File: src/rtl/fmul_36bit_result_queue_pkg.sv
// Shared constants and types for the 36-bit floating multiplier result path.
package fmul36_pkg;

   localparam int FMUL36_W = 36;
   localparam int EXP_W    = 11;
   localparam int FRACT_W  = 24;

   localparam logic [EXP_W-1:0] EXP_MAX = 11'h7FF;

   // Bit positions inside the class vector
   localparam int CLS_ZERO   = 0;
   localparam int CLS_DENORM = 1;
   localparam int CLS_INF    = 2;
   localparam int CLS_NAN    = 3;
   localparam int CLS_W      = 4;

   typedef logic [CLS_W-1:0] fmul36_class_t;

endpackage

File: src/rtl/fmul_36bit_result_queue_if.sv
// Handshake and status bundle between the multiplier, the result queue and its consumer.
interface fmul_36bit_result_queue_if
   import fmul36_pkg::*;
#(
   parameter int DEPTH_N = 2
);

   logic                  iDATA_VALID;
   logic                  oDATA_BUSY;
   logic [FMUL36_W-1:0]   iDATA;
   logic                  oDATA_VALID;
   logic                  iDATA_BUSY;
   logic [FMUL36_W-1:0]   oDATA;
   fmul36_class_t         oDATA_CLASS;
   logic [DEPTH_N:0]      oCOUNT;
   logic                  iSTICKY_CLEAR;
   fmul36_class_t         oSTICKY;

   // Queue side
   modport slave (
      input  iDATA_VALID, iDATA, iDATA_BUSY, iSTICKY_CLEAR,
      output oDATA_BUSY, oDATA_VALID, oDATA, oDATA_CLASS, oCOUNT, oSTICKY
   );

   // Producer/consumer side
   modport master (
      output iDATA_VALID, iDATA, iDATA_BUSY, iSTICKY_CLEAR,
      input  oDATA_BUSY, oDATA_VALID, oDATA, oDATA_CLASS, oCOUNT, oSTICKY
   );

endinterface

File: src/rtl/fmul_36bit_classify.sv
// Combinational zero/denormal/inf/NaN classifier for a 36-bit float word.
module fmul_36bit_classify
   import fmul36_pkg::*;
(
   input  logic [FMUL36_W-1:0] word,
   output fmul36_class_t       cls
);

   logic [FMUL36_W-1:0] abs_word;
   logic [EXP_W-1:0]    exp_f;
   logic [FRACT_W-1:0]  fract_f;

   // Sign is masked off first so zero detection covers the whole magnitude
   always_comb begin
      abs_word               = word;
      abs_word[FMUL36_W-1]   = 1'b0;
      exp_f                  = abs_word[FMUL36_W-2 -: EXP_W];
      fract_f                = abs_word[FRACT_W-1:0];
      cls                    = '0;
      cls[CLS_ZERO]          = (abs_word == '0);
      cls[CLS_DENORM]        = (exp_f == '0) && (fract_f != '0);
      cls[CLS_INF]           = (exp_f == EXP_MAX) && (fract_f == '0);
      cls[CLS_NAN]           = (exp_f == EXP_MAX) && (fract_f != '0);
   end

endmodule

File: src/rtl/fmul_36bit_result_queue.sv
// FWFT result queue with per-entry class tags and sticky exception flags.
module fmul_36bit_result_queue
   import fmul36_pkg::*;
#(
   parameter int DEPTH   = 4,
   parameter int DEPTH_N = 2
)(
   input  logic                       iCLOCK,
   input  logic                       iRESET_SYNC,
   fmul_36bit_result_queue_if.slave   bus
);

   logic [FMUL36_W-1:0] mem     [DEPTH];
   fmul36_class_t       cls_mem [DEPTH];
   logic [DEPTH_N-1:0]  wptr;
   logic [DEPTH_N-1:0]  rptr;
   logic [DEPTH_N:0]    count;
   fmul36_class_t       sticky;
   fmul36_class_t       in_cls;
   logic                full;
   logic                empty;
   logic                push;
   logic                pop;

   fmul_36bit_classify u_classify (
      .word (bus.iDATA),
      .cls  (in_cls)
   );

   // Handshake decode from the registered occupancy only (no same-cycle look-ahead)
   always_comb begin
      full  = (count == (DEPTH_N+1)'(DEPTH));
      empty = (count == '0);
      push  = bus.iDATA_VALID && !full;
      pop   = !empty && !bus.iDATA_BUSY;
   end

   // Entry storage; contents need no reset
   always_ff @(posedge iCLOCK) begin
      if (push && !iRESET_SYNC) begin
         mem[wptr]     <= bus.iDATA;
         cls_mem[wptr] <= in_cls;
      end
   end

   // Pointers, occupancy and sticky flags
   always_ff @(posedge iCLOCK) begin
      if (iRESET_SYNC) begin
         wptr   <= '0;
         rptr   <= '0;
         count  <= '0;
         sticky <= '0;
      end else begin
         if (push) wptr <= wptr + 1'b1;
         if (pop)  rptr <= rptr + 1'b1;
         case ({push, pop})
            2'b10:   count <= count + 1'b1;
            2'b01:   count <= count - 1'b1;
            default: count <= count;
         endcase
         // A clear drops old flags but keeps the class of a same-cycle push
         sticky <= (bus.iSTICKY_CLEAR ? '0 : sticky) | (push ? in_cls : '0);
      end
   end

   assign bus.oDATA_BUSY  = full;
   assign bus.oDATA_VALID = !empty;
   assign bus.oDATA       = empty ? '0 : mem[rptr];
   assign bus.oDATA_CLASS = empty ? '0 : cls_mem[rptr];
   assign bus.oCOUNT      = count;
   assign bus.oSTICKY     = sticky;

endmodule

File: src/flat_wrapper.sv
// flat-port wrapper written by rule: the top's interface ports become plain ports
module fmul_36bit_result_queue_flat import fmul36_pkg::*;
#(
   parameter int DEPTH   = 4,
   parameter int DEPTH_N = 2
)
  (iCLOCK, iRESET_SYNC, bus_iDATA_VALID, bus_iDATA, bus_iDATA_BUSY, bus_iSTICKY_CLEAR, bus_oDATA_BUSY, bus_oDATA_VALID, bus_oDATA, bus_oDATA_CLASS, bus_oCOUNT, bus_oSTICKY);
  fmul_36bit_result_queue_if #(.DEPTH_N(DEPTH_N)) bus_i ();
  input  logic iCLOCK;
  input  logic iRESET_SYNC;
  input wire logic [$bits(bus_i.iDATA_VALID)-1:0] bus_iDATA_VALID;
  input wire logic [$bits(bus_i.iDATA)-1:0] bus_iDATA;
  input wire logic [$bits(bus_i.iDATA_BUSY)-1:0] bus_iDATA_BUSY;
  input wire logic [$bits(bus_i.iSTICKY_CLEAR)-1:0] bus_iSTICKY_CLEAR;
  output wire logic [$bits(bus_i.oDATA_BUSY)-1:0] bus_oDATA_BUSY;
  output wire logic [$bits(bus_i.oDATA_VALID)-1:0] bus_oDATA_VALID;
  output wire logic [$bits(bus_i.oDATA)-1:0] bus_oDATA;
  output wire logic [$bits(bus_i.oDATA_CLASS)-1:0] bus_oDATA_CLASS;
  output wire logic [$bits(bus_i.oCOUNT)-1:0] bus_oCOUNT;
  output wire logic [$bits(bus_i.oSTICKY)-1:0] bus_oSTICKY;
  assign bus_i.iDATA_VALID = bus_iDATA_VALID;
  assign bus_i.iDATA = bus_iDATA;
  assign bus_i.iDATA_BUSY = bus_iDATA_BUSY;
  assign bus_i.iSTICKY_CLEAR = bus_iSTICKY_CLEAR;
  assign bus_oDATA_BUSY = bus_i.oDATA_BUSY;
  assign bus_oDATA_VALID = bus_i.oDATA_VALID;
  assign bus_oDATA = bus_i.oDATA;
  assign bus_oDATA_CLASS = bus_i.oDATA_CLASS;
  assign bus_oCOUNT = bus_i.oCOUNT;
  assign bus_oSTICKY = bus_i.oSTICKY;
  fmul_36bit_result_queue #(.DEPTH(DEPTH), .DEPTH_N(DEPTH_N)) u_core (.iCLOCK(iCLOCK), .iRESET_SYNC(iRESET_SYNC), .bus(bus_i));
endmodule
File: config.mk
export PLATFORM = sky130hd
export DESIGN_NAME = fmul_36bit_result_queue_flat
export DESIGN_NICKNAME = d
export VERILOG_FILES = /design/src/rtl/fmul_36bit_result_queue_pkg.sv /design/src/rtl/fmul_36bit_result_queue_if.sv /design/src/rtl/fmul_36bit_classify.sv /design/src/rtl/fmul_36bit_result_queue.sv /design/src/flat_wrapper.sv
export SDC_FILE = /design/constraint.sdc
export NUM_CORES = 1
export LEC_CHECK = 0
export ABC_AREA = 1
export ABC_CLOCK_PERIOD_IN_PS = 8850
export BUFFER_PORTS_ARGS = -buffer_cell sky130_fd_sc_hd__buf_2
export CORE_MARGIN = 4
export CORE_UTILIZATION = 40
export CTS_BUF_LIST = sky130_fd_sc_hd__clkbuf_8
export CTS_CLUSTER_SIZE = 16
export DETAILED_ROUTE_END_ITERATION = 8
export SKIP_CTS_REPAIR_TIMING = 1
export SLEW_MARGIN = 20
export SYNTH_ARGS = -nofsm -noshare
export SYNTH_HDL_FRONTEND = slang
export SYNTH_SLANG_ARGS = --single-unit
File: constraint.sdc
create_clock -name iCLOCK -period 8.85 [get_ports iCLOCK]
set_input_delay 0.885 -clock iCLOCK [delete_from_list [all_inputs] [get_ports iCLOCK]]
set_output_delay 0.885 -clock iCLOCK [all_outputs]
set_load 0.03 [all_outputs]
Word-level counts from Yosys, hierarchy flattened --
Memories as Yosys holds them, arrays and structs flattened. A register that Yosys moved wholly into a read port is not among the register bits. Cells that the tools add are included.
Cells by class: equality and inequality tests 4, multiplexer cells 11, reduce and logical (&&, ||, !) cells 16, add/subtract/negate cells 4, bitwise operators 1
Operators with widths (count):
- $mux 36 | 1
- $logic_not 35->1 | 1
- $logic_not 24->1 | 1
- $reduce_bool 24->1 | 1
- $mux 4 | 3
- $eq 11x11->1 const B | 1
- $logic_not 11->1 | 1
- $mux 2 | 4
- $logic_and 1x1->1 | 6
- $pmux 3 s2 | 1
- $add 2x1->2 const B | 2
- $logic_not 1->1 | 4
- $or 4x4->4 | 1
- $add 3x1->3 const B | 1
- $eq 3x3->1 const B | 1
- $logic_not 3->1 | 1
- $sub 3x1->3 const B | 1
- $eq 2x1->1 const B | 1
- $eq 2x2->1 const B | 1
- $mux 1 | 2
- $reduce_bool 2->1 | 1
Storage, ports and cells: logic and storage cells 42, RAM bits 160, memories kept 2, register bits after elaboration 11
Memory list:
- u_core.mem | words 4, width 36, rd ports 1, clocked after Yosys merged registers in 1, wr ports 1, line fmul_36bit_result_queue.sv:13 | logic [FMUL36_W-1:0] mem [DEPTH];
- u_core.cls_mem | words 4, width 4, rd ports 1, clocked after Yosys merged registers in 1, wr ports 1, line fmul_36bit_result_queue.sv:14 | fmul36_class_t cls_mem [DEPTH];

Logic depth before layout (Yosys ltp) --
Gate-level depths: netlist of the first run.
depth in word-level cells 6, gate-level depth with buffers 10

By module --
Synthesis of the first run repeated with hierarchy kept, for this count alone.
Unflattened totals: cells, all modules 653, area, all modules 7262.0 µm²
Modules (own cells, without submodules):
- fmul_36bit_result_queue | area each 7041.8 µm², seq. area each 5064.9 µm², cells each 599, instances 1
- fmul_36bit_classify | area each 220.2 µm², seq. area each 0.0 µm², cells each 54, instances 1

Worst setup path after synthesis of the first run --
OpenSTA, ideal clock, no wires.
path type input -> register, start in bus_iDATA_VALID, end mem u_core.cls_mem[0][0] in the netlist's numbering, enable pin, stages 4, slack 5.592 ns, path buffers 0, arrival 2.820 ns, path through nand2_4 nor2_4 inv_2 nor2_1
Between the ends: word-level cells in the longest chain between the ends 4
RTL lines:
- from (decl) | line flat_wrapper.sv:11 | input wire logic [$bits(bus_i.iDATA_VALID)-1:0] bus_iDATA_VALID;
- $logic_and 1x1->1 | line fmul_36bit_result_queue.sv:34 | push = bus.iDATA_VALID && !full;
- $logic_and 1x1->1 | line fmul_36bit_result_queue.sv:40 | if (push && !iRESET_SYNC) begin
- $mux 1 | line fmul_36bit_result_queue.sv:40
- $mux 1 (not written as such) | line fmul_36bit_result_queue.sv:42 | cls_mem[wptr] <= in_cls;
- to (decl) | line fmul_36bit_result_queue.sv:14
Every way passes these cells.

==> flow_summary.ini, run 1 <==
[timing]
layout_setup_ws_ns = 5.11
relSlewSlack_pct = 38.9
hold_viol = 0
finalCritPeriodShare_pct = 42.3
worst_slew_pin_slew_ns = 0.916
finClkSkew_ns = 0.0128
rsz0062_at_grt = false
setup_viol = 0
fmax_mhz = 267
fin_tns_setup_ns = 0
min_period_ns = 3.74
slew_violations = 0

[synth]
synth_area_leaders = edfxtp_1, nor2_1, o21ai_1
ys_seq_area_share_pct = 72.6
synth-simple-area-share_pct = 13.2
synth_compound_area_share_pct = 9.46
synth_warnings = 0
synth_enable_flop_cells = 160
synthDistinctLibCells = 26
syn_area_mm2 = 0.00698
synth_ff_type = edfxtp_1
ys_ff_latch = 173
syn-mean-instance-area_um2 = 11.8
syn-instance-count = 593
synth_top_family_by_area = simple AND/OR/NAND/NOR gates
synth_xor_area_share_pct = 0
yosysMostFrequentCell = nor2_1
synth_top_area_share_pct = 68.8
muxShareOfSynthArea_pct = 0
synth_nets = 640
async_flop_share_pct = 0
synthAdderAreaFrac_pct = 1.18
yosysTopAreaCell = edfxtp_1
synth.top_cells.by_count = nor2_1, edfxtp_1, o21ai_1, a21oi_1, o21ai_0

[place]
gp_congestion = 0.747
dp_cells = 883
dp_slack_ns = 5.54
dp_hpwl_um = 8990
io_buffers = 89

[status]
status = finished clean

[die]
dieArea_mm2 = 0.0196
fp.dieH_um = 140
ios = 90
coreArea_mm2 = 0.0172
die_w_um = 140
row_count = 48
initial_core_util_pct = 40.6

[power_and_ir_drop]
power.leakage_uw = 0.00287
irDropWorstVdd_mv = 0.246
powerDensity_mw_per_mm2 = 276

[grt]
grt_use_met3_pct = 3.48
use_met2_pct = 26.4
grtUsageTotal_pct = 15.8
overflow = 0
grt_max_degree = 82
antenna_found_initial = 0
grt_pass1_vias = 4642
met1_usage_pct = 20.5
top_usage_layer = met2
grt_pass1_wl_um = 24300

[critical_path]
worst_path_max_delay_cell = dfxtp_2
cp-end-kind = output pin
arrival_ns = 2.86
crit_chain = inv_2, nor2_1, o21ai_0, a21oi_1, buf_2
start_kind = register
cp_slowest_stage_delay_ns = 0.92
crit_path_max_fanout = 41
crit_required_ns = 7.97
setup.worst_path.class = register to output pin
r2r-start = u_core.bus.oCOUNT[2]

[detailed_routing]
wl_per_cell_um = 16.5
route.detailed.drc = 0
routed_wl_um = 15000
drtPass1Iterations = 5
viasPerCell = 5.01
drtIter0Drc = 303
via_count = 4570
ant_nets = 0

[clocking]
cts_root_buf = clkbuf_8
clock-sinks = 173
cts_buffers = 17
cts_buffer_depth = 2
clk_pin_slew_worst_paths_ns = 0.08
cts.htree.levels = 4
insertion_delay_ns = 0.45
cts_tree = yes

[min_path]
hp-class = register to register
min_from = u_core.bus.oSTICKY[3]

[final_layout]
areaGrowthSynthToFinish_pct = 13.4
nNetsFinal = 724
diodes = 0
fin_cells = 913
drive_above_1_share_pct = 19.5

[run]
drv_cap = 0
-- metal layers --
metal  part of all wire [%]  wire [um]
met3                    4.3        652
met5                      0          0
met4                    1.6        248
met1                     45       6700
met2                     49       7440
-- worst max-delay path: cells and delay by family, from the launching register on --
kind	cells	cell delay, ns
DFF	1	0.92
buffers and inverters	2	0.83
AOI/OAI and AO/OA	2	0.37
and+or+nand+nor	1	0.24
-- final timing paths --
check | endpoint | slack, ns | cells past startpoint
worst max register to register | u_core.bus.oCOUNT[2] | 6.54 | 10
worst max-delay path | bus_oDATA[25] | 5.11 | 5
worst min-delay path | u_core.bus.oSTICKY[3] | 0.46 | 2
worst min register to register | u_core.bus.oSTICKY[3] | 0.46 | 2
-- final cells by class --
cell class | count | area [um2]
clock buffer | 17 | 234
clock inverter | 13 | 63.8
fill | 1619 | 9260
inverter | 21 | 81.3
multi-input combinational | 369 | 1700
sequential | 173 | 5070
tap | 225 | 282
timing repair buffer | 95 | 490
-- sequential cells by signal, summed over array words and instances (netlist names), named ones only --
register and count:
u_core.wptr 2, u_core.bus.oCOUNT 3, u_core.mem 144, u_core.rptr 2
u_core.cls_mem 16, u_core.bus.oSTICKY 4
-- cells by family (layout without fill, tap and decap cells) --
family,Yosys count,after routing
simple gates,231,231
buf+inv,51,146
flops,173,173
compound gates,132,132
fa+ha+maj,6,6
-- stage by stage --
step / area [um2] / util [%] / power, uW / hold slack (ns)
after floorplan: 6980 / - / 1550 / 0.467
after global placement: 7620 / 44.3 / 1770 / 0.440
after detailed placement: 7620 / 44.3 / 1780 / 0.446
after CTS: 7920 / 46.1 / 2210 / 0.461
after global routing: 7920 / 46.1 / 2310 / 0.484
final: 7920 / 46.1 / 2180 / 0.461
-- power breakdown --
part | switching [uW] | internal, uW
logic | 583 | 196
registers | 25.8 | 941
clock network | 256 | 182
total | 865 | 1320
-- layout by cell type (no fill, tap or decap), types with 2 or more instances in the layout --
cell	count
nor2_1	188
buf_4	6
edfxtp_1	160
clkinvlp_4	2
nand4_1	2
o21ai_1	60
clkbuf_8	17
ha_1	5
nor3_1	3
buf_2	89
dfxtp_1	11
nor2_4	5
nand2_1	21
nand3_1	7
inv_2	2
clkinv_2	6
inv_1	20
a21oi_1	46
clkinv_1	3
o21ai_0	26
dfxtp_2	2
No activity file was read; power rests on OpenSTA's default activity.
==> run 2, diff against run 1 <==
Settings changed: ABC_CLOCK_PERIOD_IN_PS 8850 to 3400.
Clock period 8.85 ns to 3.4 ns, I/O delays scaled along.
==> run 2 against run 1 <==
  * Clock power grew to 2.9 times the previous value
  * Register-to-register slack lost 5.3 ns
  * Sequential share of layout area shrank 0.90 points
  * Combinational power grew to 2.6 times the previous value
  * Critical path type unchanged
  * Largest power group unchanged
  * Routed wire length grew 2.4%
  * Power grew to 2.7 times the previous value
  * Clock skew shrank 0.00072 ns
==> flow_summary.ini, run 2 (synthesized netlist as in run 1, its figures left out) <==
[final_layout]
regMostFlops = u_core.mem
seq_area_mm2 = 0.00507
largest_register_ffs = 144
areaGrowthSynthToFinish_pct = 15.0
nNetsFinal = 726
fillers = 1619
layout_common_cells = nor2_1, edfxtp_1, buf_2
diodes = 0
drive_above_1_share_pct = 19.5
multi_input_comb_area_mm2 = 0.00170
final_common_cell = nor2_1

[critical_path]
cp_slowest_stage_delay_ns = 0.62
setup.worst_path.class = register to output pin
cp_top_family = buffers and inverters
arrival_ns = 2.27
crit_required_ns = 3.06
worst_path_max_delay_cell = inv_4
worst-path-buf-inv = 2
crit_chain = inv_4, o21ai_0, a21oi_1, buf_2
start_kind = register
cp-end-kind = output pin
crit_path_max_fanout = 80

[die]
initial_core_util_pct = 40.6
ios = 90
row_count = 48
die_w_um = 140
fp.dieH_um = 140
dieArea_mm2 = 0.0196
coreArea_mm2 = 0.0172

[power_and_ir_drop]
powerDensity_mw_per_mm2 = 728
internal_power_uw = 3590
irDropWorstVdd_mv = 0.656
pwr-share-clk_pct = 22.0
combPwrFrac_pct = 34.8
p_switching_uw = 2250
sw_frac_of_total_pct = 38.5
power.leakage_uw = 0.00292
seqPwrFrac_pct = 43.2

[place]
dp_slack_ns = 1.24
io_buffers = 89
gp_congestion = 0.793
dp_hpwl_um = 9210

[timing]
layout_setup_ws_ns = 0.789
slew_violations = 0
rsz0062_at_grt = false
min_period_ns = 2.61
fmax_mhz = 383
finalCritPeriodShare_pct = 76.8
fin_tns_setup_ns = 0
relSlewSlack_pct = 39.9
hold_viol = 0
setup_viol = 0
worst_slew_pin_slew_ns = 0.900
finClkSkew_ns = 0.0121

[clocking]
insertion_delay_ns = 0.44
cts_tree = yes
clock-sinks = 173
cts_buffer_depth = 2
cts_buffers = 17
clk_pin_slew_worst_paths_ns = 0.08
cts.htree.levels = 4
cts_root_buf = clkbuf_8

[detailed_routing]
route.detailed.drc = 0
drtIter0Drc = 261
viasPerCell = 5.02
routed_wl_um = 15400
wl_per_cell_um = 16.8
ant_nets = 0
via_count = 4598
drtPass1Iterations = 4

[grt]
grt_pass1_wl_um = 24700
overflow = 0
grtUsageTotal_pct = 16.1
grt_pass1_vias = 4745
antenna_found_initial = 0
grt_max_degree = 81

[run]
drv_cap = 0

[status]
status = finished clean

[min_path]
hp-class = primary input to register
==> run 2: cell types whose count changed in the layout (fill, tap and decap cells not counted), sizes merged <==
cell | before | now
clkinvlp | 2 | 0
bufinv | 0 | 2
clkinv | 9 | 11
buf | 95 | 97
inv | 23 | 22
==> run 2: through the flow <==
stage	cells	hold WS [ns]	instance area [um2]	utilization (%)	power, uW
finish	916	0.110	8030	46.7	5840
global route	916	0.0915	8030	46.7	6190
CTS	916	0.0817	8030	46.7	5910
detailed placement	885	0.456	7680	44.7	4630
global placement	885	0.443	7680	44.7	4600
floorplan	593	0.412	6980	-	4040
==> run 2: metal layers <==
layer	global-route usage, %	wire length (um)	vias up
met5	0	0	-
met4	4.84	96	0
met3	3.86	723	6
met2	27.9	7840	103
met1	20.2	6740	2252
li1	-	-	2237
==> run 2: power by group through the flow <==
stage / registers, uW / logic, uW / clock network (uW)
floorplan: 2560 / 1480 / 0
global placement: 2570 / 2030 / 0
detailed placement: 2570 / 2060 / 0
CTS: 2520 / 2070 / 1320
global route: 2540 / 2230 / 1420
finish: 2520 / 2030 / 1280
==> run 2: area by class of cell <==
cell class	count	share of cell area, %
multi-input combinational	369	21.1
clock inverter	14	1.39
sequential	173	63.1
inverter	21	1.01
timing repair buffer	97	6.92
tap	225	3.51
clock buffer	17	2.91
==> run 2: final timing paths <==
| path | from | to | slack (ns) | cells past startpoint |
|---|---|---|---|---|
| setup / recovery | register | bus_oDATA_CLASS[0] | 0.79 | 4 |
| setup reg to reg | u_core.bus.oCOUNT[1] | u_core.mem[1][22] | 1.28 | 7 |
| hold reg to reg | u_core.bus.oSTICKY[0] | u_core.bus.oSTICKY[0] | 0.47 | 2 |
| hold / removal | bus_iDATA[35] | u_core.mem[0][35] | 0.11 | 1 |
